`config.mk`:
```
export PLATFORM = sky130hd
export DESIGN_NAME = excess3_to_binary
export DESIGN_NICKNAME = d
export VERILOG_FILES = /design/src/rtl/excess3_to_binary.sv
export SDC_FILE = /design/constraint.sdc
export NUM_CORES = 1
export LEC_CHECK = 0
export CAP_MARGIN = 20
export CORE_MARGIN = 1
export CORE_UTILIZATION = 48
export DETAILED_ROUTE_END_ITERATION = 12
export PLACE_DENSITY = 0.77
export SLEW_MARGIN = 20
export SYNTH_ARGS = -nofsm -noshare
export SYNTH_HDL_FRONTEND = slang
export SYNTH_SLANG_ARGS = --single-unit
```
`constraint.sdc`:
```
create_clock -name clk -period 4.8 [get_ports clk]
set_input_delay 1.2 -clock clk [delete_from_list [all_inputs] [get_ports clk]]
set_output_delay 1.2 -clock clk [all_outputs]
set_load 0.005 [all_outputs]
```
`src/rtl/excess3_to_binary.sv`:
```
// Registered excess-3 to binary decoder with illegal-code flag
// and a saturating, clearable error counter.
module excess3_to_binary #(
  parameter bit CHECK_RANGE = 1'b1,
  parameter int CNT_W       = 8
) (
  input  logic             clk,
  input  logic             rst_n,
  input  logic             in_valid,
  input  logic [3:0]       inp,
  input  logic             cnt_clr,
  output logic [3:0]       op,
  output logic             out_valid,
  output logic             err,
  output logic [CNT_W-1:0] err_count
);

  logic [3:0]       op_d, op_q;
  logic             vld_d, vld_q;
  logic             err_d, err_q;
  logic [CNT_W-1:0] cnt_d, cnt_q;
  logic             illegal;

  always_comb begin
    illegal = CHECK_RANGE && ((inp < 4'd3) || (inp > 4'd12));
    op_d    = op_q;
    err_d   = err_q;
    vld_d   = in_valid;
    cnt_d   = cnt_q;
    if (in_valid) begin
      // wraps mod 16, so codes 0..2 land on 13..15
      op_d  = inp - 4'd3;
      err_d = illegal;
    end
    if (cnt_clr) begin
      cnt_d = '0;
    end else if (in_valid && illegal && (cnt_q != '1)) begin
      cnt_d = cnt_q + 1'b1;
    end
  end

  always_ff @(posedge clk or negedge rst_n) begin
    if (!rst_n) begin
      op_q  <= '0;
      vld_q <= 1'b0;
      err_q <= 1'b0;
      cnt_q <= '0;
    end else begin
      op_q  <= op_d;
      vld_q <= vld_d;
      err_q <= err_d;
      cnt_q <= cnt_d;
    end
  end

  assign op        = op_q;
  assign out_valid = vld_q;
  assign err       = err_q;
  assign err_count = cnt_q;

endmodule

```
==> results by group, run 1 <==
Critical path
  – Crit path from: inp[0]
  – Worst reg2reg endpoint: err_count[4]
  – Worst Path Buf+Inv: 2
  – Worst R2R Path Depth: 4
  – Critical Path Source Type: input pin
  – Critical Path Stages: 7
  – Worst-path fanout max: 14
  – CP Data Required Time: 4.99 ns
  – CP Class: in -> reg
  – CP endpoint kind: flop
  – Critical R2R Launch: err_count[3]
  – R2R setup slack: 3.15 ns
  – Crit path DAT: 3.21 ns
  – Delay-heaviest family, CP: simple AND/OR/NAND/NOR gates
  – Worst path cell trace: clkdlybuf4s50_1 > inv_1 > ha_1 > and3b_1 > o21ai_1 > or4_1 > a21oi_1
  – Critical path's slowest cell: or4_1
  – Highest cell delay on the worst timing path: 0.61 ns
  – CP endpoint: err_count[4]

Placement
  – HPWL after detailed placement: 1137 um
  – Routability congestion estimate: 0.7727
  – # port buffers: 21
  – Dpl ws: 1.505 ns
  – Inst Count DP: 106

Detailed routing
  – DRT Wirelength: 1500 um
  – DRT iter0 DRCs: 8
  – Vias: 638
  – Routed Antenna Nets: 0
  – Drt first pass iters: 2
  – Vias per inst: 5.800
  – WL per Instance: 13.64 um
  – Drt drc: 0

CTS
  – CTS tree: yes
  – CTS clk-pin slew, worst paths: 0.08 ns
  – Clock sink total: 14
  – CTS buffer count: 3
  – # Post-CTS Setup Buffers: 0
  – Clk_lat worst skew: 0.27 ns
  – H-tree Lvls: 1
  – CTS Buffer Depth: 2
  – CTS Hold Bufs: 0
  – Post-CTS sizing: 0
  – Clock root cell: clkbuf_4

Die
  – Die height: 41.28 um
  – Die Width: 41.28 um
  – I/O pin total: 22
  – Cell Rows: 13
  – Die ar.: 1704 sq um
  – Core Area: 1366 sq um
  – Initial cell density of the core: 0.5421

Synthesis
  – Top cell type's share of synthesized area: 0.4730
  – XOR/XNOR Fraction of Synth Area: 0.02365
  – Mapped Nets: 85
  – Top-count cell post-synth: dfrtp_1
  – Netlist cell types: 27
  – Avg Cell Area, Syn: 10.01 sq um
  – Post-synth top area cell: dfrtp_1
  – Synthesized instance count: 74
  – Compound-Gate Fraction of Synth Area: 0.1757
  – Post-Synth Adder-Cell Area: 0.05068
  – Commonest cells in the netlist: dfrtp_1 (14), a21oi_1 (9), inv_1 (6)
  – FF+latch count, synth: 14
  – Post-Syn Area: 740.7 sq um
  – Simple-gate share of the synthesized area: 0.1706
  – Multiplexer share of the synthesized area: 0.04561
  – Post-synth ARST share: 1.000
  – Dominant synthesized flop cell: dfrtp_1
  – EDFF count, synth: 0
  – Synth top area cells: dfrtp_1 (47%), a21oi_1 (6.1%), ha_1 (5.1%)
  – Register area share after synthesis: 0.4730
  – Largest family of logic cells by synthesized area: compound AO/OA/AOI/OAI gates
  – Synthesis Warnings: 0

GRT
  – Total track usage: 0.2034
  – Initial antenna violation count: 0
  – Global route total overflow: 0
  – First-pass GRT wire length: 2214 um
  – Vias in the first global route: 508
  – Pin count of the biggest net entering global routing: 15

Cells and area
  – Fin cells: 110
  – Synth-to-Final Area Change: 32.77%
  – N_diodes: 0
  – Fillcell total: 115
  – Final cell utilization of the core: 0.7198
  – Share of cells above drive strength 1: 0.09474
  – Net count, final: 107

STA
  – Min Tclk post-route: 3.012 ns
  – Tcrit/Tclk final: 0.6276
  – Hold Vio Cnt, Final: 0
  – Peak Freq: 332.0 MHz
  – Slew margin rel.: 0.4686
  – Setup_tns: 0 ns
  – Slew Viols, Final: 0
  – Worst slew pin tran: 0.7918 ns
  – Setup WS post-layout: 1.788 ns
  – Setup violations, final: 0
  – RSZ-0062 raised after global routing: false
  – Worst Skew: 0.001689 ns

Power
  – Sequential share of power: 0.515
  – Net Switching: 0.05509 mW
  – Post-layout power: 0.2486 mW
  – Cell Pwr Density: 252.8 nW/um^2
  – Switching Fraction: 0.2216
  – Max VDD drop: 0.0001249 V
  – Clock power frac: 0.330
  – Combinational share of power: 0.155
  – Int Power: 0.1935 mW
  – P_leak: 0.3909 nW

Run
  – Max Cap Viol: 0

Worst hold path
  – Hold-critical path depth: 1
  – Hold WC Path Type: reg -> reg

Outcome
  – Outcome: complete, no violations
[registers in the layout (all words and copies together), names as in the netlist]
register,count
out_valid,1
err,1
err_count,8
op,4
[metrics by stage]
| stage | cell area [sq um] | hold slack (ns) |
|---|---|---|
| final | 983.4 | 0.5113 |
| after global routing | 983.4 | 0.5338 |
| after CTS | 983.4 | 0.5177 |
| after detailed placement | 947.2 | 0.4984 |
| after global placement | 947.2 | 0.4918 |
| after floorplan | 740.7 | 0.5055 |
[cells in the final DEF, fill, tap and decap left out, types with 2 or more instances in the layout]
master           netlist  routed
mux2_2                 3       3
o21ai_0                3       3
inv_1                  6       6
nor2_1                 2       2
or4_1                  3       3
dfrtp_1               14      14
clkdlybuf4s50_1        0      21
clkbuf_4               0       3
nand4_1                3       3
or3_1                  2       2
nand2_1                3       3
nand3_1                4       4
a21oi_1                9       9
xnor2_1                2       2
o31ai_1                3       3
ha_1                   3       3
[layer usage]
metal,global-route usage,wire length [um],up-vias
met5,0,0,-
met4,0.08871,6,0
met3,0.04348,60,2
met2,0.3125,734,13
met1,0.2715,699,309
li1,-,-,314
[how the worst min path moves through the flow]
| stage | start | to |
|---|---|---|
| 6_report | op[1] | op[1] |
| 5_1_grt | op[1] | op[1] |
| 4_1_cts | op[1] | op[1] |
| 3_5_place_dp | op[1] | op[1] |
| 3_3_place_gp | op[2] | op[2] |
| 2_1_floorplan | op[0] | op[0] |
[cells by family (layout without fill, tap and decap cells)]
kind of cell,after synthesis,after routing
compound gates,21,21
xor+xnor,2,2
fa+ha+maj,3,3
buf+inv,10,31
flops,14,14
mux,3,3
simple gates,21,21
[power by group through the flow]
stage | clock network, mW | registers [mW] | logic, mW
global placement | 0 | 0.130 | 0.0385
CTS | 0.0851 | 0.128 | 0.0392
finish | 0.0820 | 0.128 | 0.0385
floorplan | 0 | 0.131 | 0.0140
global route | 0.0898 | 0.129 | 0.0428
detailed placement | 0 | 0.131 | 0.0391
[layout make-up]
| cell class | count | area (sq um) | share of cell area |
|---|---|---|---|
| clock buffer | 4 | 36.28 | 0.03690 |
| multi-input combinational | 50 | 345.3 | 0.3511 |
| tap | 15 | 18.77 | 0.01908 |
| sequential | 14 | 350.3 | 0.3562 |
| timing repair buffer | 21 | 210.2 | 0.2137 |
| inverter | 6 | 22.52 | 0.02290 |
(Power assumes the default switching activity.)
==> run 2: changes to the inputs <==
--- a/config.mk
+++ b/config.mk
@@ -7,9 +7,9 @@
 export LEC_CHECK = 0
 export CAP_MARGIN = 20
 export CORE_MARGIN = 1
-export CORE_UTILIZATION = 48
+export CORE_UTILIZATION = 40
 export DETAILED_ROUTE_END_ITERATION = 12
-export PLACE_DENSITY = 0.77
+export PLACE_DENSITY = 0.68
 export SLEW_MARGIN = 20
 export SYNTH_ARGS = -nofsm -noshare
 export SYNTH_HDL_FRONTEND = slang
==> constraint.sdc (replaced) <==
create_clock -name clk -period 2.5 [get_ports clk]
set_input_delay 0.625 -clock clk [delete_from_list [all_inputs] [get_ports clk]]
set_output_delay 0.625 -clock clk [all_outputs]
set_load 0.005 [all_outputs]
==> run 2 against run 1 <==
  * Count of clock-buffer cells in the layout fell by 1
  * Non-clock buffer count increased by 2
  * Cell area is 1.4% higher
  * Critical path type unchanged
  * Combinational power up 100%
  * Core utilization decreased by 14 points
  * Global-route usage shrank 2.1 points
  * Final cell count grew 10%
  * Sequential share of layout area decreased by 0.49 points
  * Flip-flop and latch count stayed put
  * Via count grew 5.6%
==> results by group, run 2 (same netlist as run 1, synthesis figures left out) <==
Outcome
  – Outcome: complete, no violations

STA
  – Worst slew pin tran: 0.6286 ns (-0.1631 ns)
  – Setup violations, final: 0 (unchanged)
  – Worst Skew: 0.003146 ns (+0.001457 ns)
  – RSZ-0062 raised after global routing: false
  – Min Tclk post-route: 2.227 ns
  – Slew margin rel.: 0.5796 (+0.1110)
  – Hold Vio Cnt, Final: 0 (unchanged)
  – Slew Viols, Final: 0 (unchanged)
  – Peak Freq: 449.0 MHz
  – Tcrit/Tclk final: 0.8908

Cells and area
  – N_diodes: 0 (unchanged)
  – Share of cells above drive strength 1: 0.1042 (+0.009430)
  – Fin cells: 121 (+10%)
  – Storage cell area: 350.3 sq um (unchanged)
  – Commonest non-fill, non-tap cell in the layout: clkdlybuf4s50_1
  – Net count, final: 109 (+1.9%)
  – Synth-to-Final Area Change: 34.63%
  – Most frequent cells in the layout: clkdlybuf4s50_1 (21), dfrtp_1 (14), a21oi_1 (9)
  – Max reg flops: 8 (unchanged)
  – Fillcell total: 169 (+47%)
  – Area of the multi-input gates: 345.3 sq um (unchanged)

Placement
  – # port buffers: 21 (unchanged)
  – Routability congestion estimate: 0.7481 (-3.2%)
  – HPWL after detailed placement: 1146 um (+0.77%)
  – Inst Count DP: 118 (+11%)

Critical path
  – Worst-path fanout max: 6 (-8)
  – CP Class: in -> reg
  – Worst path cell trace: clkdlybuf4s50_1 > inv_1 > ha_1 > and3b_1 > o21ai_1 > or4_1 > a21oi_1
  – CP Data Required Time: 2.70 ns (-2.29 ns)
  – Delay-heaviest family, CP: simple AND/OR/NAND/NOR gates
  – Highest cell delay on the worst timing path: 0.52 ns (-0.09 ns)
  – Critical path's slowest cell: or4_1
  – Worst Path Buf+Inv: 2 (unchanged)
  – Critical Path Source Type: input pin
  – CP endpoint kind: flop
  – R2R setup slack: 0.85 ns (-2.30 ns)
  – Crit path DAT: 2.43 ns (-0.78 ns)

CTS
  – CTS Hold Bufs: 0 (unchanged)
  – Clk_lat worst skew: 0.28 ns (about the same)
  – CTS tree: yes
  – H-tree Lvls: 1 (unchanged)
  – # Post-CTS Setup Buffers: 0 (unchanged)
  – Clock sink total: 14 (unchanged)
  – Post-CTS sizing: 0 (unchanged)
  – CTS Buffer Depth: 2 (unchanged)
  – Clock root cell: clkbuf_4
  – CTS buffer count: 3 (unchanged)
  – CTS clk-pin slew, worst paths: 0.08 ns (about the same)

Detailed routing
  – WL per Instance: 12.65 um (-7.2%)
  – Vias: 674 (+5.6%)
  – DRT iter0 DRCs: 10 (+2)
  – Drt first pass iters: 4 (+2)
  – DRT Wirelength: 1531 um (+2.1%)
  – Drt drc: 0 (unchanged)
  – Vias per inst: 5.570 (-4.0%)
  – Routed Antenna Nets: 0 (unchanged)

Die
  – Die Width: 45.03 um (+9.1%)
  – Cell Rows: 15 (+2)
  – Initial cell density of the core: 0.4290 (-0.1131)
  – I/O pin total: 22 (unchanged)
  – Die ar.: 2028 sq um (+19%)
  – Die height: 45.03 um (+9.1%)
  – Core Area: 1727 sq um (+26%)

GRT
  – Global route total overflow: 0 (unchanged)
  – First-pass GRT wire length: 2628 um (+19%)
  – Pin count of the biggest net entering global routing: 15 (unchanged)
  – Initial antenna violation count: 0 (unchanged)
  – Total track usage: 0.1824 (-0.02102)
  – Vias in the first global route: 626 (+23%)

Worst hold path
  – Hold WC Path Type: reg -> reg

Run
  – Max Cap Viol: 0 (unchanged)

Power
  – Max VDD drop: 0.0003209 V (+160%)
  – Cell Pwr Density: 453.3 nW/um^2 (+79%)
  – P_leak: 0.3929 nW (+0.51%)
  – Post-layout power: 0.4520 mW (+82%)
-- run 2: layout make-up --
class / count / share of cell area
inverter: 6 / 0.02258
sequential: 14 / 0.3513
timing repair buffer: 23 / 0.2258
clock buffer: 3 / 0.02258
tap: 25 / 0.03137
multi-input combinational: 50 / 0.3463
-- run 2: routing by layer --
| metal | up-vias | routed length, um | part of all wire | GRT usage |
|---|---|---|---|---|
| li1 | 323 | - | - | - |
| met2 | 21 | 764 | 0.50 | 0.2899 |
| met5 | - | 0 | 0 | 0 |
| met3 | 5 | 62 | 0.040 | 0.03600 |
| met1 | 325 | 667 | 0.44 | 0.2329 |
| met4 | 0 | 36 | 0.024 | 0.09697 |
-- run 2: power breakdown --
group          leakage [nW]  total, mW  switching, mW  internal (mW)
clock network        0.0138      0.128         0.0720         0.0560
registers             0.182      0.247        0.00785          0.239
logic                 0.197     0.0774         0.0308         0.0466
-- run 2: path summary, 6_finish.rpt --
path                                    from           end  cells past startpoint
worst max-delay path                  inp[0]  err_count[3]                      7
max in group asynchronous              rst_n         op[3]                      1
worst max register to register  err_count[0]  err_count[3]                      4
worst min-delay path                   op[2]         op[2]                      1
worst min register to register         op[2]         op[2]                      1
min in group asynchronous              rst_n  err_count[2]                      1
-- run 2: through the flow --
step,TNS [ns],area (sq um),utilization,setup WS (ns),hold WS [ns]
after global placement,0,974.7,0.5645,0.01088,0.4989
after detailed placement,-0.04454,974.7,0.5645,-0.02706,0.4992
after floorplan,0,740.7,-,0.6059,0.3294
final,0,997.2,0.5775,0.2730,0.5100
after global routing,0,997.2,0.5775,0.1287,0.5375
after CTS,0,997.2,0.5775,0.2589,0.5185
